File: src/rtl/fetch_insn_queue_pkg.sv
// Shared fetch-unit types: queue entry layout and default queue geometry.
package FetchUnitTypes;

  localparam int FETCH_QUEUE_DEPTH      = 8;
  localparam int FETCH_QUEUE_PC_WIDTH   = 32;
  localparam int FETCH_QUEUE_INSN_WIDTH = 32;
  localparam int FETCH_QUEUE_FETCH_W    = 2;
  localparam int FETCH_QUEUE_DEQ_W      = 2;

  typedef logic [$clog2(FETCH_QUEUE_DEPTH)-1:0] FetchQueueIndexPath;
  typedef logic [$clog2(FETCH_QUEUE_DEPTH):0]   FetchQueueCountPath;

  typedef struct packed {
    logic [FETCH_QUEUE_PC_WIDTH-1:0]   pc;
    logic [FETCH_QUEUE_INSN_WIDTH-1:0] insn;
    logic                              brPredTaken;
  } FetchQueueEntry;

endpackage

File: src/rtl/fetch_insn_queue_ptr.sv
// Head/tail/count bookkeeping for the fetch queue; flush beats enqueue and dequeue.
module fetch_queue_ptr #(
  parameter int FETCH_WIDTH = 2,
  parameter int DEQ_WIDTH   = 2,
  parameter int DEPTH       = 8,
  localparam int IW = $clog2(DEPTH),
  localparam int CW = IW + 1
) (
  input  logic                 clk,
  input  logic                 rst,
  input  logic                 flush,
  input  logic [CW-1:0]        enq_num,
  input  logic                 deq_ready,
  output logic [IW-1:0]        head,
  output logic [IW-1:0]        tail,
  output logic [CW-1:0]        count,
  output logic                 enq_ready,
  output logic                 enq_fire,
  output logic [DEQ_WIDTH-1:0] deq_valid
);

  logic [CW-1:0] n_eff;
  logic [CW-1:0] m_eff;

  // Conservative: only the registered count, no credit for a same-cycle dequeue.
  assign enq_ready = (count <= CW'(DEPTH - FETCH_WIDTH));
  assign enq_fire  = enq_ready & ~flush;

  always_comb begin
    n_eff = '0;
    if (enq_fire) n_eff = enq_num;
  end

  always_comb begin
    m_eff = '0;
    if (deq_ready && !flush)
      m_eff = (count > CW'(DEQ_WIDTH)) ? CW'(DEQ_WIDTH) : count;
  end

  always_ff @(posedge clk or negedge rst) begin
    if (!rst) begin
      head  <= '0;
      tail  <= '0;
      count <= '0;
    end else if (flush) begin
      head  <= '0;
      tail  <= '0;
      count <= '0;
    end else begin
      head  <= head + m_eff[IW-1:0];
      tail  <= tail + n_eff[IW-1:0];
      count <= count + n_eff - m_eff;
    end
  end

  for (genvar i = 0; i < DEQ_WIDTH; i++) begin : g_vld
    assign deq_valid[i] = (count > CW'(i));
  end

endmodule

File: src/rtl/fetch_insn_queue.sv
// Fetch -> pre-decode decoupling queue. Define RSD_FETCH_QUEUE_PERF_EN to add
// full-stall / empty cycle perf counters and their output ports.
module fetch_insn_queue
  import FetchUnitTypes::*;
#(
  parameter int FETCH_WIDTH = FETCH_QUEUE_FETCH_W,
  parameter int DEQ_WIDTH   = FETCH_QUEUE_DEQ_W,
  parameter int DEPTH       = FETCH_QUEUE_DEPTH,
  parameter int INSN_WIDTH  = FETCH_QUEUE_INSN_WIDTH,
  parameter int PC_WIDTH    = FETCH_QUEUE_PC_WIDTH
) (
  input  logic                                  clk,
  input  logic                                  rst,
  input  logic                                  flush,
  input  logic [FETCH_WIDTH-1:0]                enqValid,
  input  logic [FETCH_WIDTH-1:0][PC_WIDTH-1:0]   enqPC,
  input  logic [FETCH_WIDTH-1:0][INSN_WIDTH-1:0] enqInsn,
  input  logic [FETCH_WIDTH-1:0]                enqBrPredTaken,
  output logic                                  enqReady,
  output logic [DEQ_WIDTH-1:0]                  deqValid,
  output logic [DEQ_WIDTH-1:0][PC_WIDTH-1:0]     deqPC,
  output logic [DEQ_WIDTH-1:0][INSN_WIDTH-1:0]   deqInsn,
  output logic [DEQ_WIDTH-1:0]                  deqBrPredTaken,
  input  logic                                  deqReady
`ifdef RSD_FETCH_QUEUE_PERF_EN
  ,
  output logic [31:0]                           perfFullStallCycles,
  output logic [31:0]                           perfEmptyCycles
`endif
);

  localparam int IW = $clog2(DEPTH);
  localparam int CW = IW + 1;

  typedef struct packed {
    logic [PC_WIDTH-1:0]   pc;
    logic [INSN_WIDTH-1:0] insn;
    logic                  brPredTaken;
  } entry_t;

  entry_t        mem [DEPTH];
  logic [IW-1:0] head;
  logic [IW-1:0] tail;
  logic [CW-1:0] count;
  logic [CW-1:0] enq_num;
  logic          enq_fire;
  logic          enq_prefix_ok;

  // enqValid is a prefix, so its popcount is also the number of leading lanes.
  always_comb begin
    enq_num = '0;
    for (int i = 0; i < FETCH_WIDTH; i++) enq_num = enq_num + CW'(enqValid[i]);
  end

  fetch_queue_ptr #(
    .FETCH_WIDTH(FETCH_WIDTH),
    .DEQ_WIDTH  (DEQ_WIDTH),
    .DEPTH      (DEPTH)
  ) u_ptr (
    .clk      (clk),
    .rst      (rst),
    .flush    (flush),
    .enq_num  (enq_num),
    .deq_ready(deqReady),
    .head     (head),
    .tail     (tail),
    .count    (count),
    .enq_ready(enqReady),
    .enq_fire (enq_fire),
    .deq_valid(deqValid)
  );

  // Entry storage has no reset; only pointers and count define occupancy.
  always_ff @(posedge clk) begin
    if (enq_fire) begin
      for (int i = 0; i < FETCH_WIDTH; i++) begin
        if (CW'(i) < enq_num)
          mem[tail + IW'(i)] <= '{pc: enqPC[i], insn: enqInsn[i], brPredTaken: enqBrPredTaken[i]};
      end
    end
  end

  for (genvar i = 0; i < DEQ_WIDTH; i++) begin : g_deq
    entry_t e;
    assign e                 = mem[head + IW'(i)];
    assign deqPC[i]          = e.pc;
    assign deqInsn[i]        = e.insn;
    assign deqBrPredTaken[i] = e.brPredTaken;
  end

  always_comb begin
    enq_prefix_ok = 1'b1;
    for (int i = 1; i < FETCH_WIDTH; i++)
      if (enqValid[i] && !enqValid[i-1]) enq_prefix_ok = 1'b0;
  end

  a_enq_prefix: assert property (@(posedge clk) disable iff (!rst) enq_prefix_ok);

`ifdef RSD_FETCH_QUEUE_PERF_EN
  logic [31:0] full_stall_cnt;
  logic [31:0] empty_cnt;

  // Saturating; flush deliberately does not clear them.
  always_ff @(posedge clk or negedge rst) begin
    if (!rst) begin
      full_stall_cnt <= '0;
      empty_cnt      <= '0;
    end else begin
      if (enqValid[0] && !enqReady && full_stall_cnt != '1)
        full_stall_cnt <= full_stall_cnt + 32'd1;
      if (count == '0 && !flush && empty_cnt != '1)
        empty_cnt <= empty_cnt + 32'd1;
    end
  end

  assign perfFullStallCycles = full_stall_cnt;
  assign perfEmptyCycles     = empty_cnt;
`endif

endmodule

File: config.mk
export PLATFORM = sky130hd
export DESIGN_NAME = fetch_insn_queue
export DESIGN_NICKNAME = d
export VERILOG_FILES = /design/src/rtl/fetch_insn_queue_pkg.sv /design/src/rtl/fetch_insn_queue_ptr.sv /design/src/rtl/fetch_insn_queue.sv
export SDC_FILE = /design/constraint.sdc
export NUM_CORES = 1
export LEC_CHECK = 0
export BUFFER_PORTS_ARGS = -buffer_cell sky130_fd_sc_hd__buf_2
export CORE_UTILIZATION = 55
export DETAILED_ROUTE_END_ITERATION = 16
export GPL_TIMING_DRIVEN = 0
export PLACE_DENSITY_LB_ADDON = 0.1
export SYNTH_ARGS = -nofsm -noshare
export SYNTH_HDL_FRONTEND = slang
export SYNTH_SLANG_ARGS = --single-unit
File: constraint.sdc
create_clock -name clk -period 5.3 [get_ports clk]
set_clock_uncertainty 0.2 [all_clocks]
set_input_delay 0.265 -clock clk [delete_from_list [all_inputs] [get_ports clk]]
set_output_delay 0.265 -clock clk [all_outputs]
set_load 0.01 [all_outputs]
==> metrics.cfg, run 1 <==
[global_routing]
met1_usage_pct=43.5
grt-ovfl-total=0
grt_max_degree=21
grt_busiest_layer=met2
antenna_found_initial=6
grtUsageTotal_pct=32.3
grt_pass1_wl_mm=132
use_met3_pct=5.95
gr-usage-met2_pct=53.3
grt_pass1_vias=20600

[sta]
fin_ws_ns=1.07
max_clock_freq_ghz=0.236
setup_viol_count_final=0
rsz0062_at_grt=no
layout_min_cycle_time_ns=4.23
slew_headroom_pct=30.7
slew_violations=0
hold_viol=0
fin_crit_sh_pct=79.9
hold_ws_ns=0.134
tightestPinTransition_ns=1.04

[power]
p_seq_share_pct=40.8
leakagePower_nw=12.6
comb_power_share_pct=26.3
ir_worst_vdd_uv=260
p_clk_share_pct=32.9
internal-power_w=0.00874
switchingPower_w=0.00342
swShare_pct=28.1
cellPowerDensity_mw_per_mm2=324

[route]
vias=19400
dr.pass1.iters=5
drt_iter0_drc=1704
routed_wl_mm=90.2
drt-vias-per-instance=6.40
drc_errors=0
wl_per_cell_um=29.8
antenna_left=0

[cts]
cts.sinks=530
cts_max_level=2
cts_repair_resize_count=0
postCtsSetupBuffers=0
cts_tree=yes
root_buffer=clkbuf_16
clockBufferDepth=3
clk_pin_slew_ns=0.06
insertion_delay_ns=0.61
numCtsBuffers=57

[final_layout]
post-route-util_pct=68.1
final_area_mm2=0.0375
final_cells=3027
finalNetCount=2379
drive_above_1_share_pct=52.7
area_growth_pct=22.5

[critical_path]
crit_arrival_ns=3.77
crit_family=buffers and inverters
slowest_stage=clkbuf_1
rrSetupSlack_ns=1.62
start_kind=register
end_kind=output port
crit_chain=ha_1, clkbuf_1, clkbuf_1, mux4_2, mux2_2, buf_2
timing.setup.critical_path_class=reg2out
max_stage_delay_ns=0.79
crit_buf_inv=3
cp_max_fo=10
rr_worst_depth=7
r2r-end=mem[5][40]
critPathRequiredTime_ns=4.84
crit_top_cell=clkbuf_1
rr_startpoint=u_ptr.tail[0]

[logic_synthesis]
syn_nets=1825
synth_area_leaders=edfxtp_1, mux4_2, mux2_2
synth_area_mm2=0.0306
synth-edff-count=520
ys_ff_latch=530
syn_inst=1674
async_flop_share_pct=1.89
syn_area_per_cell_um2=18.3
ys_types=37
ys.flop_type=edfxtp_1
yosysSeqAreaShare_pct=51.9
ys_warn_count=0
synth_top_area_share_pct=51.1
yosysTopAreaCell=edfxtp_1

[place]
portBuffers=268
post_dp_cell_area_mm2=0.0336
gp_congestion=0.818
hpwl_mm=57.3
dp_slack_ns=1.70
dp.cells=2719

[die]
core_mm2=0.0550
dieArea_mm2=0.0565
row_count=86
die_x_um=238
dieHeight_um=238
num_io_pins=269
start_util_pct=55.6

[run]
maxCapViolCount=0

[min_path]
whs_endpoint=u_ptr.head[1]
hold_depth=5
hp-start=deqReady
min_path_type=in2reg

[status]
outcome=finished clean

==> placed cells by master, fill, tap and decap left out, drive strengths merged, types with 2 or more instances in the layout <==
cell type	instances
a21oi	9
and2	2
buf	400
bufinv	5
clkbuf	109
clkinv	22
clkinvlp	3
dfrtp	10
diode	2
dlygate4sd3	198
edfxtp	520
fa	4
ha	11
inv	8
mux2	650
mux4	260
nand2	4
nand2b	4
nand3	5
nand3b	2
nand4	8
nor2	9
nor2b	8
nor4b	3
or3	6
xnor2	3
xor2	4
==> cell families (layout without fill, tap and decap cells) <==
kind of cell	after synthesis	after routing	synth area share [%]
buf+inv	142	745	2.64
compound gates	13	13	0.254
xor+xnor	7	7	0.262
flops	530	530	51.9
simple gates	56	56	1.15
mux	910	910	43.1
fa+ha+maj	15	15	0.712
other cells	1	3	0.0123
==> how the worst max path moves through the flow <==
stage	endpoint	slack, ns	startpoint	cells after the start
2_1_floorplan	mem[1][0]	0.07	u_ptr.tail[1]	4
3_3_place_gp	mem[0][41]	-4.36	u_ptr.tail[0]	5
3_5_place_dp	mem[5][41]	1.70	u_ptr.tail[0]	7
4_1_cts	deqPC[48]	1.05	u_ptr.head[0]	6
5_1_grt	deqPC[16]	0.98	u_ptr.head[0]	7
6_report	deqPC[48]	1.07	u_ptr.head[0]	6
==> repair_timing <==
item,in CTS,in global routing
hold buffers,198,0
endpoints found under the hold margin,531,0
setup endpoints to repair,0,0
==> sequential cells by signal (all words and copies together) (netlist names) <==
name         flops
mem            520
u_ptr.count      4
u_ptr.head       3
u_ptr.tail       3
==> worst register-to-register path, cell delays in order, from the launching register on <==
cell      delay, ns
dfrtp_1        0.40
clkbuf_1       0.41
clkbuf_1       0.35
or4bb_1        0.50
a21oi_4        0.80
buf_12         0.28
buf_16         0.20
buf_12         0.22
==> metal layers <==
metal | share of wire [%] | up-vias
met5 | 0.070 | -
met4 | 2.8 | 10
met3 | 8.0 | 171
met2 | 49 | 879
met1 | 40 | 10200
li1 | - | 8168
==> cell usage after synthesis (all sizes together) (2+ instances only) <==
cell type,n
nor2b,8
buf,103
nor2,9
a21oi,9
nand4,8
mux4,260
clkbuf,32
xnor2,3
inv,7
nand2,4
mux2,650
nor4b,3
nand3,5
nand3b,2
edfxtp,520
and2,2
xor2,4
fa,4
dfrtp,10
or3,6
ha,11
nand2b,4
==> metrics by stage <==
stage,power (W),TNS (ns)
2_1_floorplan,0.00695,0
3_3_place_gp,0.00802,-2116.89
3_5_place_dp,0.00811,0
4_1_cts,0.0122,0
5_1_grt,0.0125,0
6_report,0.0122,0
==> area by class of cell <==
| cell class | instances | area, um^2 |
|---|---|---|
| buffer | 135 | 779 |
| tap | 748 | 936 |
| clock buffer | 77 | 1560 |
| sequential | 530 | 15900 |
| timing repair buffer | 495 | 4000 |
| fill | 3858 | 17500 |
| clock inverter | 31 | 278 |
| antenna | 2 | 5.00 |
| multi-input combinational | 1002 | 14000 |
| inverter | 7 | 26.3 |
==> power groups by stage <==
stage / clock network [W] / logic, W / registers (W)
final: 0.00400 / 0.00320 / 0.00496
after global routing: 0.00418 / 0.00338 / 0.00498
after CTS: 0.00404 / 0.00320 / 0.00496
after detailed placement: 0 / 0.00306 / 0.00505
after global placement: 0 / 0.00292 / 0.00510
after floorplan: 0 / 0.00191 / 0.00504
Power figures use the tool's default switching activity.
==> run 2: changes to the inputs <==
- CORE_UTILIZATION: 55 -> 60
- clock period: 5.3 -> 4.1 ns (I/O delays scaled with it)
==> run 2 against run 1 <==
Net effect:
- via count rose by 1.5%
- critical endpoint is now deqInsn[33]
- critical path depth stayed put
- wire length is 2.1% lower
==> metrics.cfg, run 2 (synthesis results as in run 1) <==
[route]
drt_iter0_drc=2158
vias=19700
antenna_left=0
dr.pass1.iters=7
routed_wl_mm=88.3
wl_per_cell_um=30.0
drt-vias-per-instance=6.68
drc_errors=0

[global_routing]
antenna_found_initial=6
grt_pass1_vias=20900
grt_pass1_wl_mm=132
grt-ovfl-total=0
grtUsageTotal_pct=34.4
grt_max_degree=21

[final_layout]
largest_reg_flops=520
drive_above_1_share_pct=52.9
largestRegisters=mem x520, u_ptr.count x4
top_register=mem
final_common_cell=edfxtp_1
finalNetCount=2379
final_cells=2945
area_growth_pct=22.1
final_cell_mix=edfxtp_1, mux2_2, buf_2

[critical_path]
critPathRequiredTime_ns=3.69
end_kind=output port
timing.setup.critical_path_class=reg2out
cp_max_fo=10
r2r-end=mem[7][48]
rr_startpoint=u_ptr.tail[1]
rrSetupSlack_ns=0.62
rr_worst_depth=8
crit_arrival_ns=3.67
start_kind=register

[die]
num_io_pins=269
row_count=82
start_util_pct=60.9
dieHeight_um=228
core_mm2=0.0502
die_x_um=228
dieArea_mm2=0.0519

[cts]
root_buffer=clkbuf_16
clk_pin_slew_ns=0.06
cts_max_level=2
clockBufferDepth=3
cts_tree=yes
numCtsBuffers=56
insertion_delay_ns=0.63
postCtsSetupBuffers=0
cts.sinks=530

[power]
cellPowerDensity_mw_per_mm2=415
ir_worst_vdd_uv=320
leakagePower_nw=12.6

[place]
dp.cells=2645
hpwl_mm=56.5
gp_congestion=0.815
portBuffers=268

[status]
outcome=finished clean

[sta]
fin_tns_setup_ns=0
slew_headroom_pct=32.4
slew_violations=0
fin_crit_sh_pct=99.4
setup_viol_count_final=0
hold_viol=0
max_clock_freq_ghz=0.245
tightestPinTransition_ns=1.01
rsz0062_at_grt=yes
layout_min_cycle_time_ns=4.08

[min_path]
hp-start=deqReady
min_path_type=in2reg
hold_depth=5
whs_endpoint=u_ptr.head[1]

[run]
maxCapViolCount=0

run 2: critical path, cell delays in order (launching register included):
cell      delay (ns)
dfrtp_1         0.45
ha_1            0.38
clkbuf_1        0.62
buf_1           0.68
mux4_2          0.41
mux2_2          0.32
buf_2           0.16
run 2: worst max path at each step:
stage | endpoint | cells after the start | startpoint
final | deqInsn[33] | 6 | u_ptr.head[0]
after global routing | deqInsn[35] | 6 | u_ptr.head[0]
after CTS | deqInsn[33] | 6 | u_ptr.head[0]
after detailed placement | deqInsn[18] | 7 | u_ptr.head[0]
after global placement | mem[7][41] | 4 | u_ptr.tail[1]
after floorplan | mem[7][0] | 4 | u_ptr.tail[1]
run 2: what timing repair did:
item / in CTS / in global routing
resized for setup: 2 / 5
endpoints found under the setup margin: 36 / 26
hold buffers: 198 / 0
endpoints found under the hold margin: 540 / 0
run 2: final cells by class:
type / count / area [um^2]
Timing Repair Buffer: 497 / 4100
Clock inverter: 25 / 196
Multi-Input combinational cell: 1002 / 14000
Inverter: 7 / 26.3
Antenna cell: 4 / 10.0
Clock buffer: 74 / 1530
Tap cell: 672 / 841
Sequential cell: 530 / 15900
Fill cell: 3070 / 12800
Buffer: 134 / 779
run 2: power breakdown:
part | total, W | switching [W] | internal, W | leakage [nW]
sequential | 0.00642 | 0.000135 | 0.00628 | 4.84
clock | 0.00494 | 0.00215 | 0.00279 | 0.855
combinational | 0.00413 | 0.00208 | 0.00206 | 6.94
run 2: per-stage QoR:
stage | setup WS (ns) | power [W] | cell area, um^2 | hold WS, ns | utilization, %
after global routing | -0.0433 | 0.0160 | 37300 | 0.0501 | 74.4
after detailed placement | 0.620 | 0.0105 | 33600 | -0.117 | 67.0
after global placement | -5.01 | 0.0103 | 32800 | -0.119 | 65.3
after floorplan | -0.958 | 0.00897 | 30600 | -0.291 | -
final | 0.0235 | 0.0155 | 37300 | 0.0345 | 74.4
after CTS | -0.0247 | 0.0155 | 37300 | 0.0123 | 74.4
run 2: layer usage:
layer  share of wire [%]  GRT usage, %
met1                  38          45.5
met5               0.040             0
met3                 8.7          6.78
met4                 3.1          11.9
met2                  50          57.1
